### src/rtl/pa_oddeven_sort_ctrl.sv
// Serial-in / serial-out odd-even transposition sorter. One compare-and-swap
// unit is time-shared over an internal NUM_ELEM-word buffer, one pair per clock.

module PA_swap_and_compare #(
    parameter int unsigned SIZE_DATA = 8
) (
    input  logic [SIZE_DATA-1:0] i_data_a,
    input  logic [SIZE_DATA-1:0] i_data_b,
    input  logic                 i_mode,
    output logic [SIZE_DATA-1:0] o_less_data,
    output logic [SIZE_DATA-1:0] o_greater_data
);
    logic swap_c;

    // In descending mode the "less" slot receives the larger word.
    assign swap_c         = i_mode ? (i_data_b > i_data_a) : (i_data_a > i_data_b);
    assign o_less_data    = swap_c ? i_data_b : i_data_a;
    assign o_greater_data = swap_c ? i_data_a : i_data_b;
endmodule

module pa_oddeven_sort_ctrl #(
    parameter int unsigned SIZE_DATA = 8,
    parameter int unsigned NUM_ELEM  = 8
) (
    input  logic                 i_clk,
    input  logic                 i_rst_n,
    input  logic                 i_mode,
    input  logic                 i_in_valid,
    output logic                 o_in_ready,
    input  logic [SIZE_DATA-1:0] i_in_data,
    output logic                 o_out_valid,
    input  logic                 i_out_ready,
    output logic [SIZE_DATA-1:0] o_out_data,
    output logic                 o_out_last,
    output logic                 o_busy
);
    localparam int unsigned IW      = (NUM_ELEM <= 2) ? 1 : $clog2(NUM_ELEM);
    localparam int unsigned NP_EVEN = NUM_ELEM / 2;
    localparam int unsigned NP_ODD  = (NUM_ELEM - 1) / 2;
    // A trailing pass with no pairs (only possible for NUM_ELEM=2) is skipped.
    localparam int unsigned LAST_PASS = (NP_ODD == 0) ? NUM_ELEM - 2 : NUM_ELEM - 1;

    localparam logic [IW-1:0] LAST_IDX       = IW'(NUM_ELEM - 1);
    localparam logic [IW-1:0] PASS_LAST      = IW'(LAST_PASS);
    localparam logic [IW-1:0] PAIR_LAST_EVEN = IW'(NP_EVEN - 1);
    localparam logic [IW-1:0] PAIR_LAST_ODD  = (NP_ODD == 0) ? '0 : IW'(NP_ODD - 1);

    typedef enum logic [1:0] {S_IDLE, S_LOAD, S_SORT, S_DRAIN} state_e;

    state_e                state_q, state_d;
    logic [IW-1:0]         wr_idx_q, wr_idx_d;
    logic [IW-1:0]         rd_idx_q, rd_idx_d;
    logic [IW-1:0]         pass_q, pass_d;
    logic [IW-1:0]         pair_q, pair_d;
    logic                  mode_q, mode_d;
    logic [SIZE_DATA-1:0]  mem_q [NUM_ELEM];
    logic [SIZE_DATA-1:0]  mem_d [NUM_ELEM];

    logic                  o_in_ready_q, o_in_ready_d;
    logic                  o_out_valid_q, o_out_valid_d;
    logic [SIZE_DATA-1:0]  o_out_data_q, o_out_data_d;
    logic                  o_out_last_q, o_out_last_d;
    logic                  o_busy_q, o_busy_d;

    logic                  in_hs_c, out_hs_c;
    logic [IW-1:0]         pair_lo_c, pair_hi_c, pair_last_c;
    logic [SIZE_DATA-1:0]  less_c, greater_c;

    assign in_hs_c     = o_in_ready_q & i_in_valid;
    assign out_hs_c    = o_out_valid_q & i_out_ready;
    assign pair_lo_c   = IW'(32'(pair_q) * 2 + 32'(pass_q[0]));
    assign pair_hi_c   = pair_lo_c + IW'(1);
    assign pair_last_c = pass_q[0] ? PAIR_LAST_ODD : PAIR_LAST_EVEN;

    PA_swap_and_compare #(.SIZE_DATA(SIZE_DATA)) u_cmp (
        .i_data_a       (mem_q[pair_lo_c]),
        .i_data_b       (mem_q[pair_hi_c]),
        .i_mode         (mode_q),
        .o_less_data    (less_c),
        .o_greater_data (greater_c)
    );

    // Next-state, buffer update and registered-output computation.
    always_comb begin
        state_d  = state_q;
        wr_idx_d = wr_idx_q;
        rd_idx_d = rd_idx_q;
        pass_d   = pass_q;
        pair_d   = pair_q;
        mode_d   = mode_q;
        mem_d    = mem_q;

        case (state_q)
            S_IDLE, S_LOAD: begin
                if (in_hs_c) begin
                    mem_d[wr_idx_q] = i_in_data;
                    state_d         = S_LOAD;
                    if (state_q == S_IDLE) begin
                        mode_d = i_mode;
                    end
                    if (wr_idx_q == LAST_IDX) begin
                        state_d  = S_SORT;
                        wr_idx_d = '0;
                        pass_d   = '0;
                        pair_d   = '0;
                    end else begin
                        wr_idx_d = wr_idx_q + IW'(1);
                    end
                end
            end
            S_SORT: begin
                mem_d[pair_lo_c] = less_c;
                mem_d[pair_hi_c] = greater_c;
                if (pair_q == pair_last_c) begin
                    pair_d = '0;
                    if (pass_q == PASS_LAST) begin
                        state_d  = S_DRAIN;
                        rd_idx_d = '0;
                    end else begin
                        pass_d = pass_q + IW'(1);
                    end
                end else begin
                    pair_d = pair_q + IW'(1);
                end
            end
            S_DRAIN: begin
                if (out_hs_c) begin
                    if (rd_idx_q == LAST_IDX) begin
                        state_d  = S_IDLE;
                        rd_idx_d = '0;
                    end else begin
                        rd_idx_d = rd_idx_q + IW'(1);
                    end
                end
            end
            default: state_d = S_IDLE;
        endcase

        o_in_ready_d  = (state_d == S_IDLE) || (state_d == S_LOAD);
        o_out_valid_d = (state_d == S_DRAIN);
        o_out_data_d  = (state_d == S_DRAIN) ? mem_d[rd_idx_d] : '0;
        o_out_last_d  = (state_d == S_DRAIN) && (rd_idx_d == LAST_IDX);
        o_busy_d      = (state_d == S_SORT) || (state_d == S_DRAIN);
    end

    always_ff @(posedge i_clk or negedge i_rst_n) begin
        if (!i_rst_n) begin
            state_q       <= S_IDLE;
            wr_idx_q      <= '0;
            rd_idx_q      <= '0;
            pass_q        <= '0;
            pair_q        <= '0;
            mode_q        <= 1'b0;
            mem_q         <= '{default: '0};
            o_in_ready_q  <= 1'b1;
            o_out_valid_q <= 1'b0;
            o_out_data_q  <= '0;
            o_out_last_q  <= 1'b0;
            o_busy_q      <= 1'b0;
        end else begin
            state_q       <= state_d;
            wr_idx_q      <= wr_idx_d;
            rd_idx_q      <= rd_idx_d;
            pass_q        <= pass_d;
            pair_q        <= pair_d;
            mode_q        <= mode_d;
            mem_q         <= mem_d;
            o_in_ready_q  <= o_in_ready_d;
            o_out_valid_q <= o_out_valid_d;
            o_out_data_q  <= o_out_data_d;
            o_out_last_q  <= o_out_last_d;
            o_busy_q      <= o_busy_d;
        end
    end

    assign o_in_ready  = o_in_ready_q;
    assign o_out_valid = o_out_valid_q;
    assign o_out_data  = o_out_data_q;
    assign o_out_last  = o_out_last_q;
    assign o_busy      = o_busy_q;
endmodule
### config.mk
export PLATFORM = sky130hd
export DESIGN_NAME = pa_oddeven_sort_ctrl
export DESIGN_NICKNAME = d
export VERILOG_FILES = /design/src/rtl/pa_oddeven_sort_ctrl.sv
export SDC_FILE = /design/constraint.sdc
export NUM_CORES = 1
export LEC_CHECK = 0
export BUFFER_PORTS_ARGS = -buffer_cell sky130_fd_sc_hd__buf_4
export CAP_MARGIN = 20
export CORE_AREA = 4 4 113 115
export CTS_BUF_LIST = sky130_fd_sc_hd__clkbuf_8
export DETAILED_ROUTE_END_ITERATION = 12
export DIE_AREA = 0 0 117 119
export PLACE_DENSITY = 0.83
export SYNTH_ARGS = -nofsm -noshare
export SYNTH_HDL_FRONTEND = slang
export SYNTH_HIERARCHICAL = 1
export SYNTH_SLANG_ARGS = --single-unit
### constraint.sdc
create_clock -name i_clk -period 13.61 [get_ports i_clk]
set_input_delay 2.0415 -clock i_clk [delete_from_list [all_inputs] [get_ports i_clk]]
set_output_delay 2.0415 -clock i_clk [all_outputs]
set_load 0.005 [all_outputs]
==> results.ini <==
[final_layout]
area_growth_pct = 4.55
final_layout_size_suffix_gt1_frac = 0.160
antenna_cells = 0
layout.nets = 858
final_core_util = 0.683
final.fill_count = 945

[floorplan]
ioPinCount = 25
fp.dieW_um = 117
design.core.area_um2 = 11800
die-area_um2 = 13900
rows = 40
die_h_um = 119
initial_utilization = 0.654

[hold_path]
min_from = pass_q[2]
hp-class = register to register

[sta]
slew_viol_final = 0
finalSetupViolCount = 0
clock.fmax_ghz = 0.153
hold_viol = 0
tns_ns = 0
min_period_over_period = 0.479
skew_ns = 0.0185
period_needed_ns = 6.52
rsz0062_at_grt = false
slew_headroom = 0.114
worst_pin_slew_ns = 1.32

[logic_synthesis]
syn_nets = 882
seq_area_frac_synth = 0.292
synth_top_area_frac = 0.288
ys_seq_elements = 90
netlist_area_um2 = 7720
yosysWarnings = 6
synth_area_per_cell_um2 = 9.08
yosys-top-cells-area = dfrtp_1 29%, mux2i_1 7.5%, mux4_2 7.0%
yosys.area.top_type = dfrtp_1
yosysMostFrequentCell = dfrtp_1
ys_types = 82
synth_cells = 850
synth_common_cells = 89 x dfrtp_1, 67 x nand3_1, 62 x nand2_1, 58 x mux2i_1, 47 x o211ai_1
synth_edf_count = 0
synth_flop_cell = dfrtp_1
synth_async_sr_flop_share = 1.00

[detailed_routing]
routed_wl_um = 29600
via_per_inst = 7.91
drt_iter0_drc = 1380
drt_pass1_iterations = 7
drcViolationCount = 0
wl_per_cell_um = 30.2
num_vias = 7736
drtAntennaViolNets = 0

[grt]
grt_pass1_vias = 7358
use_met1 = 0.554
grt_first_pass_wirelength_um = 44100
grt.overflow.total = 0
top_usage_layer = met2
grtUsageTotal = 0.428
antenna_found_initial = 1
grt_max_degree = 58
use_met2 = 0.574
globalRouteMet3Util = 0.188

[critical_path]
critPathMaxStageDelay_ns = 0.91
endpoint = o_out_data[1]
crit_arrival_ns = 6.82
cp-start-kind = register
slowest_stage = ha_1
critical_path_class = register to register
path_cells = buf_4 > ha_1 > nand2_1 > nor2_1 > a22oi_1 > nand3_1 > inv_1 > ha_1 > nand4_1 > nand2b_1 > a211oi_1 > a211o_1 > mux2_2 > and3b_1 > a221o_1 > a21oi_1 > nor3_1 > o311a_1 > or3_1
reg2reg_from = pair_q[0]
rrSetupSlack_ns = 7.09
cp_common_cell = ha_1
r2r_cells = 19
path_max_fanout = 22
timing.rr.end = o_out_data[1]
worst_setup_path_end_kind = register
worstSetupStartpoint = pair_q[0]
worstPathRequired_ns = 13.91

[clocking]
clock_latency_ns = 0.42
cts_tree = yes
ctsHoldBuffers = 0
clock_path_buffers = 2
post-cts-setup-buffer-count = 0
clk_pin_slew_worst_paths_ns = 0.10
clockRootBuffer = clkbuf_8
cts-resized-gates = 0
clock_sinks = 90
cts-htree-levels = 3
numCtsBuffers = 9

[placed_design]
dp_hpwl_um = 19100
gp_congestion = 1.04
io_buffer_count = 24

[job]
max_cap_viol_count = 0

[outcome]
outcome = complete, no violations

[worst max-delay path, delay by kind of cell (launching register included)]
| kind | cells | cell delay (ns) |
|---|---|---|
| AND/OR/NAND/NOR | 8 | 2.13 |
| multiplexers | 1 | 0.50 |
| flip-flops | 1 | 0.37 |
| buffers and inverters | 2 | 0.30 |
| AO/OA/AOI/OAI | 6 | 1.90 |
| adder cells (fa/ha/maj) | 2 | 1.22 |
[flip-flops by register name, summed over array words and instances, names as in the netlist]
name         cells
mem_q           64
mode_q           1
o_busy           1
o_in_ready       1
o_out_data       8
o_out_last       1
o_out_valid      1
pair_q           3
pass_q           3
rd_idx_q         3
state_q          1
wr_idx_q         3
[area by class of cell]
cell class,count,area (um^2),share of cell area
clock buffers,9,124,0.0153
clock inverters,7,93.8,0.0116
inverters,33,124,0.0153
multi-input cells,651,4970,0.616
flip-flops and latches,90,2250,0.279
well taps,147,184,0.0228
repair buffers,41,317,0.0392
[stage by stage]
step                setup slack (ns)  hold WS, ns  cells  area, um^2
detailed placement              7.28        0.487    960        7830
global route                    6.78        0.548    978        8070
floorplan                       8.72        0.442    850        7720
global placement                7.43        0.468    960        7830
finish                          7.09        0.504    978        8070
CTS                             7.24        0.507    976        8050
[cells by family (layout without fill, tap and decap cells)]
group                    count (synthesis)  after routing  share of synthesized area
AND/OR/NAND/NOR                        282            282                      0.197
XOR/XNOR                                 2              2                    0.00227
multiplexers                           108            108                      0.188
flip-flops                              90             90                      0.292
buffers and inverters                  109             90                     0.0666
AO/OA/AOI/OAI                          240            240                      0.224
adder cells (fa/ha/maj)                 19             19                     0.0308
[layout by cell type (no fill, tap or decap), drive strengths merged, types with 3 or more instances in the layout]
cell type | netlist | routed
or4 | 3 | 3
nand2b | 10 | 10
a21o | 9 | 9
and3b | 3 | 3
or4b | 3 | 3
nand3 | 67 | 67
dfrtp | 89 | 89
a221oi | 7 | 7
or3b | 9 | 9
buf | 44 | 40
o211ai | 47 | 47
a22oi | 17 | 17
mux2 | 26 | 26
o21ai | 23 | 23
or2 | 6 | 6
clkbuf | 32 | 9
a31oi | 3 | 3
a211o | 3 | 3
nand2 | 62 | 62
mux4 | 24 | 24
inv | 32 | 35
o21a | 3 | 3
o221a | 9 | 9
nand4b | 4 | 4
nor2b | 31 | 31
nand3b | 19 | 19
a22o | 3 | 3
o22ai | 43 | 43
mux2i | 58 | 58
nor2 | 37 | 37
o221ai | 7 | 7
and2 | 6 | 6
ha | 19 | 19
nor3 | 9 | 9
a21oi | 33 | 33
a211oi | 13 | 13
a221o | 3 | 3
[worst min-delay path by stage]
stage,to,slack [ns],depth (start not counted)
6_report,pass_q[2],0.50,1
5_1_grt,pass_q[1],0.55,1
4_1_cts,pass_q[2],0.51,1
3_5_place_dp,pass_q[2],0.49,1
3_3_place_gp,pair_q[2],0.47,1
2_1_floorplan,pair_q[2],0.44,1
[metal layers]
| metal | routed length [um] | up-vias | part of all wire |
|---|---|---|---|
| met5 | 13 | - | 0.00044 |
| met4 | 2430 | 2 | 0.082 |
| met3 | 4710 | 199 | 0.16 |
| met2 | 12100 | 709 | 0.41 |
| met1 | 10300 | 3644 | 0.35 |
| li1 | - | 3182 | - |
Power is not shown: default switching activity piles up to over one toggle a cycle in this logic, so the estimate is an artifact.
